`config.mk`:
```
export PLATFORM = sky130hd
export DESIGN_NAME = cp0_cause_ctrl_flat
export DESIGN_NICKNAME = d
export VERILOG_FILES = /design/src/rtl/cp0_cause_if.sv /design/src/rtl/cp0_cause_ctrl.sv /design/src/flat_wrapper.sv
export SDC_FILE = /design/constraint.sdc
export NUM_CORES = 1
export LEC_CHECK = 0
export BUFFER_PORTS_ARGS = -buffer_cell sky130_fd_sc_hd__buf_2
export CORE_MARGIN = 2
export CORE_UTILIZATION = 39
export CTS_CLUSTER_DIAMETER = 50
export DETAILED_ROUTE_END_ITERATION = 12
export GPL_ROUTABILITY_DRIVEN = 0
export HOLD_SLACK_MARGIN = 0.15
export PLACE_DENSITY = 0.79
export SLEW_MARGIN = 10
export SYNTH_ARGS = -nofsm -noshare
export SYNTH_HDL_FRONTEND = slang
export SYNTH_SLANG_ARGS = --single-unit
```
`constraint.sdc`:
```
create_clock -name i_clk -period 1.88 [get_ports i_clk]
set_clock_uncertainty 0.15 [all_clocks]
set_input_delay 0.376 -clock i_clk [delete_from_list [all_inputs] [get_ports i_clk]]
set_output_delay 0.376 -clock i_clk [all_outputs]
set_load 0.01 [all_outputs]
```
`src/rtl/cp0_cause_if.sv`:
```
// Pipeline/CP0 side bus of the Cause register and interrupt controller.
interface cp0_cause_if;
    logic        mtc0_we;
    logic [31:0] mtc0_wdata;
    logic        exc_valid;
    logic [4:0]  exc_code;
    logic        exc_bd;
    logic [1:0]  exc_ce;
    logic [7:0]  status_im;
    logic        int_en;
    logic        rd_en;
    logic        int_ack;
    logic        int_req;
    logic [2:0]  int_line;
    logic [31:0] read_data;

    // Pipeline control / CP0 glue side
    modport master (
        output mtc0_we, mtc0_wdata, exc_valid, exc_code, exc_bd, exc_ce,
               status_im, int_en, rd_en, int_ack,
        input  int_req, int_line, read_data
    );

    // Cause controller side
    modport slave (
        input  mtc0_we, mtc0_wdata, exc_valid, exc_code, exc_bd, exc_ce,
               status_im, int_en, rd_en, int_ack,
        output int_req, int_line, read_data
    );
endinterface

```
`src/rtl/cp0_cause_ctrl.sv`:
```
// CP0 Cause register with hardware interrupt synchronisers and a
// request/acknowledge interrupt controller towards the pipeline.
module cp0_cause_ctrl #(
    parameter int unsigned NUM_HW_IRQ  = 6,
    parameter int unsigned SYNC_STAGES = 2,
    parameter int unsigned TIMER_LINE  = 5
) (
    input  logic                  i_clk,
    input  logic                  i_rst,
    input  logic [NUM_HW_IRQ-1:0] i_hw_irq,
    input  logic                  i_timer_irq,
    cp0_cause_if.slave            bus
);

    localparam int unsigned IP_HW_W = 6;
    localparam int unsigned EXC_W   = 5;

    typedef enum logic [1:0] {
        ST_IDLE  = 2'd0,
        ST_REQ   = 2'd1,
        ST_BLOCK = 2'd2
    } state_t;

    logic [NUM_HW_IRQ-1:0] r_sync [SYNC_STAGES];
    logic                  r_ti;
    logic [1:0]            r_ip_sw;
    logic                  r_iv;
    logic                  r_bd;
    logic [1:0]            r_ce;
    logic [EXC_W-1:0]      r_exc_code;

    state_t                r_state;
    state_t                w_state_nxt;
    logic                  r_int_req;
    logic [2:0]            r_int_line;
    logic [2:0]            w_line_nxt;

    logic [IP_HW_W-1:0]    w_ip_hw;
    logic [7:0]            w_ip;
    logic [7:0]            w_pending;
    logic [2:0]            w_hi_idx;
    logic                  w_take_int;
    logic [31:0]           w_cause;
    logic                  w_unused;

    // Highest set bit index of an 8-bit vector (bit 7 wins)
    function automatic logic [2:0] f_hi_idx(input logic [7:0] v);
        f_hi_idx = 3'd0;
        for (int i = 0; i < 8; i++) begin
            if (v[i]) f_hi_idx = 3'(i);
        end
    endfunction

    // Synchronise hw_irq lines and register the timer interrupt
    always_ff @(posedge i_clk) begin
        if (i_rst) begin
            for (int s = 0; s < int'(SYNC_STAGES); s++) begin
                r_sync[s] <= '0;
            end
            r_ti <= 1'b0;
        end else begin
            r_sync[0] <= i_hw_irq;
            for (int s = 1; s < int'(SYNC_STAGES); s++) begin
                r_sync[s] <= r_sync[s-1];
            end
            r_ti <= i_timer_irq;
        end
    end

    // Map synchronised lines onto IP[7:2]; unimplemented lines read 0
    for (genvar g = 0; g < int'(IP_HW_W); g++) begin : g_ip
        if (g < int'(NUM_HW_IRQ)) begin : g_used
            if (g == int'(TIMER_LINE)) begin : g_timer
                assign w_ip_hw[g] = r_sync[SYNC_STAGES-1][g] | r_ti;
            end else begin : g_plain
                assign w_ip_hw[g] = r_sync[SYNC_STAGES-1][g];
            end
        end else begin : g_tied
            assign w_ip_hw[g] = 1'b0;
        end
    end

    assign w_ip       = {w_ip_hw, r_ip_sw};
    assign w_pending  = w_ip & bus.status_im;
    assign w_hi_idx   = f_hi_idx(w_pending);
    assign w_take_int = (r_state == ST_REQ) & bus.int_ack & ~bus.exc_valid;

    // Writable Cause fields: software IP/IV from MTC0, BD/CE/ExcCode from commits
    always_ff @(posedge i_clk) begin
        if (i_rst) begin
            r_ip_sw    <= 2'b00;
            r_iv       <= 1'b0;
            r_bd       <= 1'b0;
            r_ce       <= 2'b00;
            r_exc_code <= '0;
        end else begin
            if (bus.mtc0_we) begin
                r_ip_sw <= bus.mtc0_wdata[9:8];
                r_iv    <= bus.mtc0_wdata[23];
            end
            if (bus.exc_valid) begin
                r_bd       <= bus.exc_bd;
                r_ce       <= bus.exc_ce;
                r_exc_code <= bus.exc_code;
            end else if (w_take_int) begin
                r_bd       <= bus.exc_bd;
                r_exc_code <= '0;
            end
        end
    end

    // Interrupt FSM state and registered request outputs
    always_ff @(posedge i_clk) begin
        if (i_rst) begin
            r_state    <= ST_IDLE;
            r_int_req  <= 1'b0;
            r_int_line <= 3'd0;
        end else begin
            r_state    <= w_state_nxt;
            r_int_req  <= (w_state_nxt == ST_REQ);
            r_int_line <= w_line_nxt;
        end
    end

    // Interrupt FSM next state; int_line tracks the top pending line while requesting
    always_comb begin
        w_state_nxt = r_state;
        w_line_nxt  = r_int_line;
        case (r_state)
            ST_IDLE: begin
                if (bus.int_en && (w_pending != 8'h00)) begin
                    w_state_nxt = ST_REQ;
                    w_line_nxt  = w_hi_idx;
                end
            end
            ST_REQ: begin
                if (bus.exc_valid) begin
                    w_state_nxt = ST_IDLE;
                end else if (bus.int_ack) begin
                    w_state_nxt = ST_BLOCK;
                end else if ((w_pending == 8'h00) || !bus.int_en) begin
                    w_state_nxt = ST_IDLE;
                end else begin
                    w_line_nxt  = w_hi_idx;
                end
            end
            ST_BLOCK: begin
                if (!bus.int_en) w_state_nxt = ST_IDLE;
            end
            default: begin
                w_state_nxt = ST_IDLE;
            end
        endcase
    end

    assign w_cause = {r_bd, r_ti, r_ce, 4'b0000, r_iv, 7'b0000000,
                      w_ip, 1'b0, r_exc_code, 2'b00};

    assign bus.read_data = bus.rd_en ? w_cause : 32'h0;
    assign bus.int_req   = r_int_req;
    assign bus.int_line  = r_int_line;

    // Write-data bits with no backing Cause field
    assign w_unused = ^{bus.mtc0_wdata[31:24], bus.mtc0_wdata[22:10],
                        bus.mtc0_wdata[7:0]};

endmodule

```
`src/flat_wrapper.sv`:
```
// flat-port wrapper written by rule: the top's interface ports become plain ports
module cp0_cause_ctrl_flat 
#(
    parameter int unsigned NUM_HW_IRQ  = 6,
    parameter int unsigned SYNC_STAGES = 2,
    parameter int unsigned TIMER_LINE  = 5
)
  (i_clk, i_rst, i_hw_irq, i_timer_irq, bus_mtc0_we, bus_mtc0_wdata, bus_exc_valid, bus_exc_code, bus_exc_bd, bus_exc_ce, bus_status_im, bus_int_en, bus_rd_en, bus_int_ack, bus_int_req, bus_int_line, bus_read_data);
  cp0_cause_if bus_i ();
  input  logic i_clk;
  input  logic i_rst;
  input  logic [NUM_HW_IRQ-1:0] i_hw_irq;
  input  logic i_timer_irq;
  input wire logic [$bits(bus_i.mtc0_we)-1:0] bus_mtc0_we;
  input wire logic [$bits(bus_i.mtc0_wdata)-1:0] bus_mtc0_wdata;
  input wire logic [$bits(bus_i.exc_valid)-1:0] bus_exc_valid;
  input wire logic [$bits(bus_i.exc_code)-1:0] bus_exc_code;
  input wire logic [$bits(bus_i.exc_bd)-1:0] bus_exc_bd;
  input wire logic [$bits(bus_i.exc_ce)-1:0] bus_exc_ce;
  input wire logic [$bits(bus_i.status_im)-1:0] bus_status_im;
  input wire logic [$bits(bus_i.int_en)-1:0] bus_int_en;
  input wire logic [$bits(bus_i.rd_en)-1:0] bus_rd_en;
  input wire logic [$bits(bus_i.int_ack)-1:0] bus_int_ack;
  output wire logic [$bits(bus_i.int_req)-1:0] bus_int_req;
  output wire logic [$bits(bus_i.int_line)-1:0] bus_int_line;
  output wire logic [$bits(bus_i.read_data)-1:0] bus_read_data;
  assign bus_i.mtc0_we = bus_mtc0_we;
  assign bus_i.mtc0_wdata = bus_mtc0_wdata;
  assign bus_i.exc_valid = bus_exc_valid;
  assign bus_i.exc_code = bus_exc_code;
  assign bus_i.exc_bd = bus_exc_bd;
  assign bus_i.exc_ce = bus_exc_ce;
  assign bus_i.status_im = bus_status_im;
  assign bus_i.int_en = bus_int_en;
  assign bus_i.rd_en = bus_rd_en;
  assign bus_i.int_ack = bus_int_ack;
  assign bus_int_req = bus_i.int_req;
  assign bus_int_line = bus_i.int_line;
  assign bus_read_data = bus_i.read_data;
  cp0_cause_ctrl #(.NUM_HW_IRQ(NUM_HW_IRQ), .SYNC_STAGES(SYNC_STAGES), .TIMER_LINE(TIMER_LINE)) u_core (.i_clk(i_clk), .i_rst(i_rst), .i_hw_irq(i_hw_irq), .i_timer_irq(i_timer_irq), .bus(bus_i));
endmodule
```
-- Word level (Yosys, flattened, before mapping)
Memory sizes are Yosys's and may differ from the RTL's.
Index checks and enable logic that the tools add are counted.
W data, S select, Z words.
- register bits: 18
- bits in latches: 0
- memory bits (writable): 12
- memory bits (read-only): 0
- input bits: 62
- output and inout port bits: 36
- word-level logic and storage cells: 61
- memories: 1
- add/subtract/negate cells: 0
- multiply operators: 0
- divide/modulo/power cells: 0
- magnitude comparators: 0
- equality and inequality tests: 7
- shifts and indexed selects: 0
- mux-type cells: 28
- bitwise logic cells: 7
- reduce and logical (&&, ||, !) cells: 9
- memory list (memory ; depth ; bits a word ; rd ports ; clocked after Yosys merged registers in ; write ports ; line ; text):
    u_core.r_sync ; 2 ; 6 ; 2 ; 0 ; 2 ; cp0_cause_ctrl.sv:24 ; logic [NUM_HW_IRQ-1:0] r_sync [SYNC_STAGES];
- operator list (cell ; count):
    $mux W32 ; 1
    $mux W3 ; 8
    $mux W2 ; 7
    $mux W6 ; 2
    $mux W5 ; 2
    $and A8 B8 Y8 ; 1
    $logic_not A8 Y1 ; 1
    $reduce_bool A8 Y1 ; 1
    $mux W1 ; 6
    $ne A2 B2 Y1 const B ; 3
    $pmux W2 S3 ; 1
    $pmux W3 S2 ; 1
    $reduce_and A5 Y1 ; 1
    $eq A2 B1 Y1 const B ; 2
    $reduce_bool A2 Y1 ; 2
    $or A1 B1 Y1 ; 3
    $and A1 B1 Y1 ; 2
    $eq A2 B2 Y1 const B ; 1
    $logic_not A2 Y1 ; 1
    $ne A2 B1 Y1 const B ; 1
    $logic_and A1 B1 Y1 ; 1
    $logic_not A1 Y1 ; 1
    $logic_or A1 B1 Y1 ; 1
    $not A1 Y1 ; 1

-- Logic depth before layout (Yosys ltp)
An unclocked memory read counts as a cell.
- word-level depth: 14
- mapped depth: 5
- depth with buffers taken out: 5

-- Worst setup path before layout
No wires, ideal clock.
- path kind: input -> register
- start: in bus_status_im[2]
- end: reg u_core.r_int_line[0] (netlist: u_core.bus.int_line[0])
- setup time: 0.128 ns
- data arrival time: 1.168 ns
- data required time: 1.602 ns
- path slack: 0.434 ns
- cell stages on the path: 5
- path buffers: 0
- cells stage by stage: a22oi_1 nand2_1 o2111ai_4 mux2i_1 nor2_1
- word-level cells in the longest chain between the ends: 11
- elaborated cells between the ends (all ways): 19
- RTL lines (what ; line ; text):
    from (decl) ; flat_wrapper.sv:20 ; input wire logic [$bits(bus_i.status_im)-1:0] bus_status_im;
    $and A8 B8 Y8 (*) ; cp0_cause_ctrl.sv:84 ; assign w_pending = w_ip & bus.status_im;
    $mux W2 (2 in a row) ; cp0_cause_ctrl.sv:50 ; if (v[i]) f_hi_idx = 3'(i);
    $mux W3 (4 in a row) ; cp0_cause_ctrl.sv:50 ;
    $mux W3 ; cp0_cause_ctrl.sv:141 ; end else if ((w_pending == 8'h00) || !bus.int_en) begin
    $mux W3 ; cp0_cause_ctrl.sv:139 ; end else if (bus.int_ack) begin
    $mux W3 ; cp0_cause_ctrl.sv:137 ; if (bus.exc_valid) begin
    $pmux W3 S2 ; cp0_cause_ctrl.sv:129 ; case (r_state)
    to (signal assigned) ; cp0_cause_ctrl.sv:121 ; r_int_line <= w_line_nxt;
    to (decl) ; cp0_cause_ctrl.sv:35 ; logic [2:0] r_int_line;
Mark *: on every way between the ends. The rest lies on a longest branch, timed or not. The select of a mux whose other input is x is not followed.
A chain may end at the register's enable or synchronous reset.

==> results.py <==
metrics = {
    "floorplanning": {
        "die_height_um": 61.12,
        "start_util": 0.4134,
        "fp.coreArea_um2": 3078,
        "pin_count": 98,
        "row_count": 20,
        "die-area_um2": 3736,
        "die_w_um": 61.12,
    },
    "clocking": {
        "clock_path_buffers": 2,
        "cts-buffers-inserted": 5,
        "cts_resized": 0,
        "ctsHtreeMaxLevel": 2,
        "cts.clk_slew.worst_paths_ps": 100,
        "clk_latency_ps": 330,
        "ctsHoldBuffers": 17,
        "cts_tree": "built",
        "cts_setup_buffers": 0,
        "cts-root-buf": "clkbuf_4",
        "cts.sinks": 30,
    },
    "worst_setup_path": {
        "crit_type": "reg2reg",
        "worstPathRequired_ps": 1940,
        "cp_slowest_cell": "dfxtp_1",
        "worstSetupEndpointType": "flip-flop",
        "crit_path_max_incr_delay_ps": 340,
        "path_buf_inv": 0,
        "path_max_fanout": 5,
        "crit_family": "compound AO/OA/AOI/OAI gates",
        "arrival_ps": 1630,
        "path_cells": "o21ai_2 > nand4_2 > o2111ai_4 > mux2i_1 > nor2_1",
        "cp-start-kind": "flip-flop",
    },
    "synthesis": {
        "synth.cell_area_um2": 1272,
        "ys_seq_area_frac": 0.4720,
        "netlist_instances": 134,
        "yosys_warnings": 0,
        "ys_seq_elements": 30,
        "syn_area_per_cell_um2": 9.496,
        "ys_types": 22,
    },
    "timing": {
        "period_minus_slack_ps": 1569,
        "finalSetupViolCount": 0,
        "clock.fmax_ghz": 0.6372,
        "fin_crit_sh": 0.8348,
        "rsz0062_at_grt": "no",
        "finalSetupTns_ps": 0,
        "hold_viol_final": 0,
        "drv_slew": 0,
        "slew_headroom": 0.6547,
        "worst_slack_ps": 310.5,
        "worstMarginPinSlew_ps": 517.9,
    },
    "global_route": {
        "grt_pass1_vias": 1021,
        "grt_max_degree": 31,
        "grt_pass1_wl_um": 4436,
        "gr-total-overflow": 0,
        "antenna_found_initial": 0,
        "track_usage": 0.1694,
    },
    "detailed_routing": {
        "route.detailed.drc": 0,
        "dr.first_iter.drc_count": 16,
        "drt-pass1-iter-count": 5,
        "vias": 1107,
        "via_per_inst": 4.410,
        "wl_per_cell_um": 11.21,
        "wl_um": 2814,
        "ant_nets": 0,
    },
    "power_and_ir_drop": {
        "ir_worst_vdd_v": 0.0004841,
        "leakagePower_nw": 0.8685,
        "power_density_nw_per_um2": 738.6,
    },
    "final_layout": {
        "drive_above_1_share": 0.3188,
        "antennaDiodeCount": 0,
        "final_cell_mix": "buf_2, dfxtp_1, and2_1, nor2_1, dlygate4sd3_1",
        "stdcell_count": 251,
        "num-nets-final": 268,
        "final_common_cell": "buf_2",
        "area_delta_synth_final_pct": 37.95,
        "final_util": 0.5703,
    },
    "placed_design": {
        "pre_cts_slack_ps": 182.2,
        "hpwl_um": 1933,
        "port_buffers": 54,
        "dp.cells": 226,
    },
    "min_path": {
        "hp-class": "in2reg",
    },
    "outcome": {
        "status": "completed",
    },
    "run": {
        "drv_cap": 0,
    },
}
==> tightest hold or removal path, stage by stage <==
cell     delay (ps)
buf_2            80
a22oi_1          70
nor2_1          100
==> metrics by stage <==
| step | power (mW) | instance area (um2) | hold WS [ps] |
|---|---|---|---|
| floorplan | 0.8251 | 1321 | 263.8 |
| global placement | 0.8708 | 1521 | 266.1 |
| detailed placement | 0.8747 | 1521 | 272.7 |
| CTS | 1.306 | 1755 | 173.7 |
| global route | 1.358 | 1755 | 174.6 |
| finish | 1.297 | 1755 | 174.1 |
==> path summary, 6_finish.rpt <==
kind                              from                     end  slack [ps]  depth (start not counted)
setup / recovery  u_core.r_sync[0][11]  u_core.bus.int_line[1]         310                          5
hold / removal         bus_exc_code[2]    u_core.r_exc_code[2]         170                          3
setup reg to reg  u_core.r_sync[0][11]  u_core.bus.int_line[1]         310                          5
hold reg to reg    u_core.r_sync[0][3]     u_core.r_sync[0][9]         290                          1
==> layer usage <==
layer / GRT usage / vias to the layer above / share of wire
li1: - / 559 / -
met1: 0.1868 / 487 / 0.38
met2: 0.2751 / 54 / 0.51
met3: 0.07773 / 7 / 0.092
met4: 0.08385 / 0 / 0.017
met5: 0 / - / 0
==> where the power goes <==
group	internal (mW)	switching [mW]
clock	0.179	0.229
combinational	0.104	0.0984
sequential	0.669	0.0167
==> state kept, by name (all words and copies together), names as in the netlist <==
name and flops:
u_core.r_bd 1, u_core.r_iv 1, u_core.r_state 2, u_core.r_ti 1
u_core.r_ce 2, u_core.r_exc_code 5, u_core.bus.int_req 1, u_core.r_sync 12
u_core.bus.int_line 3, u_core.r_ip_sw 2
==> cell families (layout without fill, tap and decap cells) <==
group	Yosys count	in the layout	synth area share
compound gates	16	16	0.1150
mux	9	9	0.07080
simple gates	58	58	0.2379
flops	30	30	0.4720
buf+inv	20	80	0.1013
other cells	1	14	0.002947
==> cells in the mapped netlist <==
master     count  area (um2)
dfxtp_1       30       600.6
and2_1        17       106.4
nor2_1        17       63.81
buf_4         14       105.1
nor2b_1       13       81.33
mux2i_1        9       90.09
nand2_1        9       33.78
a22oi_1        7       52.55
clkbuf_1       4       15.01
o211ai_1       2       15.01
a31oi_2        1       12.51
a32oi_1        1       8.760
buf_2          1       5.000
conb_1         1       3.750
inv_1          1       3.750
nand3_1        1       5.000
nand4_2        1       12.51
o2111ai_4      1       26.28
o21a_1         1       7.510
o21ai_1        1       5.000
o21ai_2        1       8.760
o32a_1         1       10.01
==> layout make-up <==
class                   count  area, um2
flip-flops and latches     30      600.6
clock buffers               6      51.30
clock inverters             2      12.51
repair buffers             71      440.4
fillers                   275       1323
inverters                   1      3.754
multi-input cells          97      591.8
well taps                  44      55.05
(Power assumes the default switching activity.)
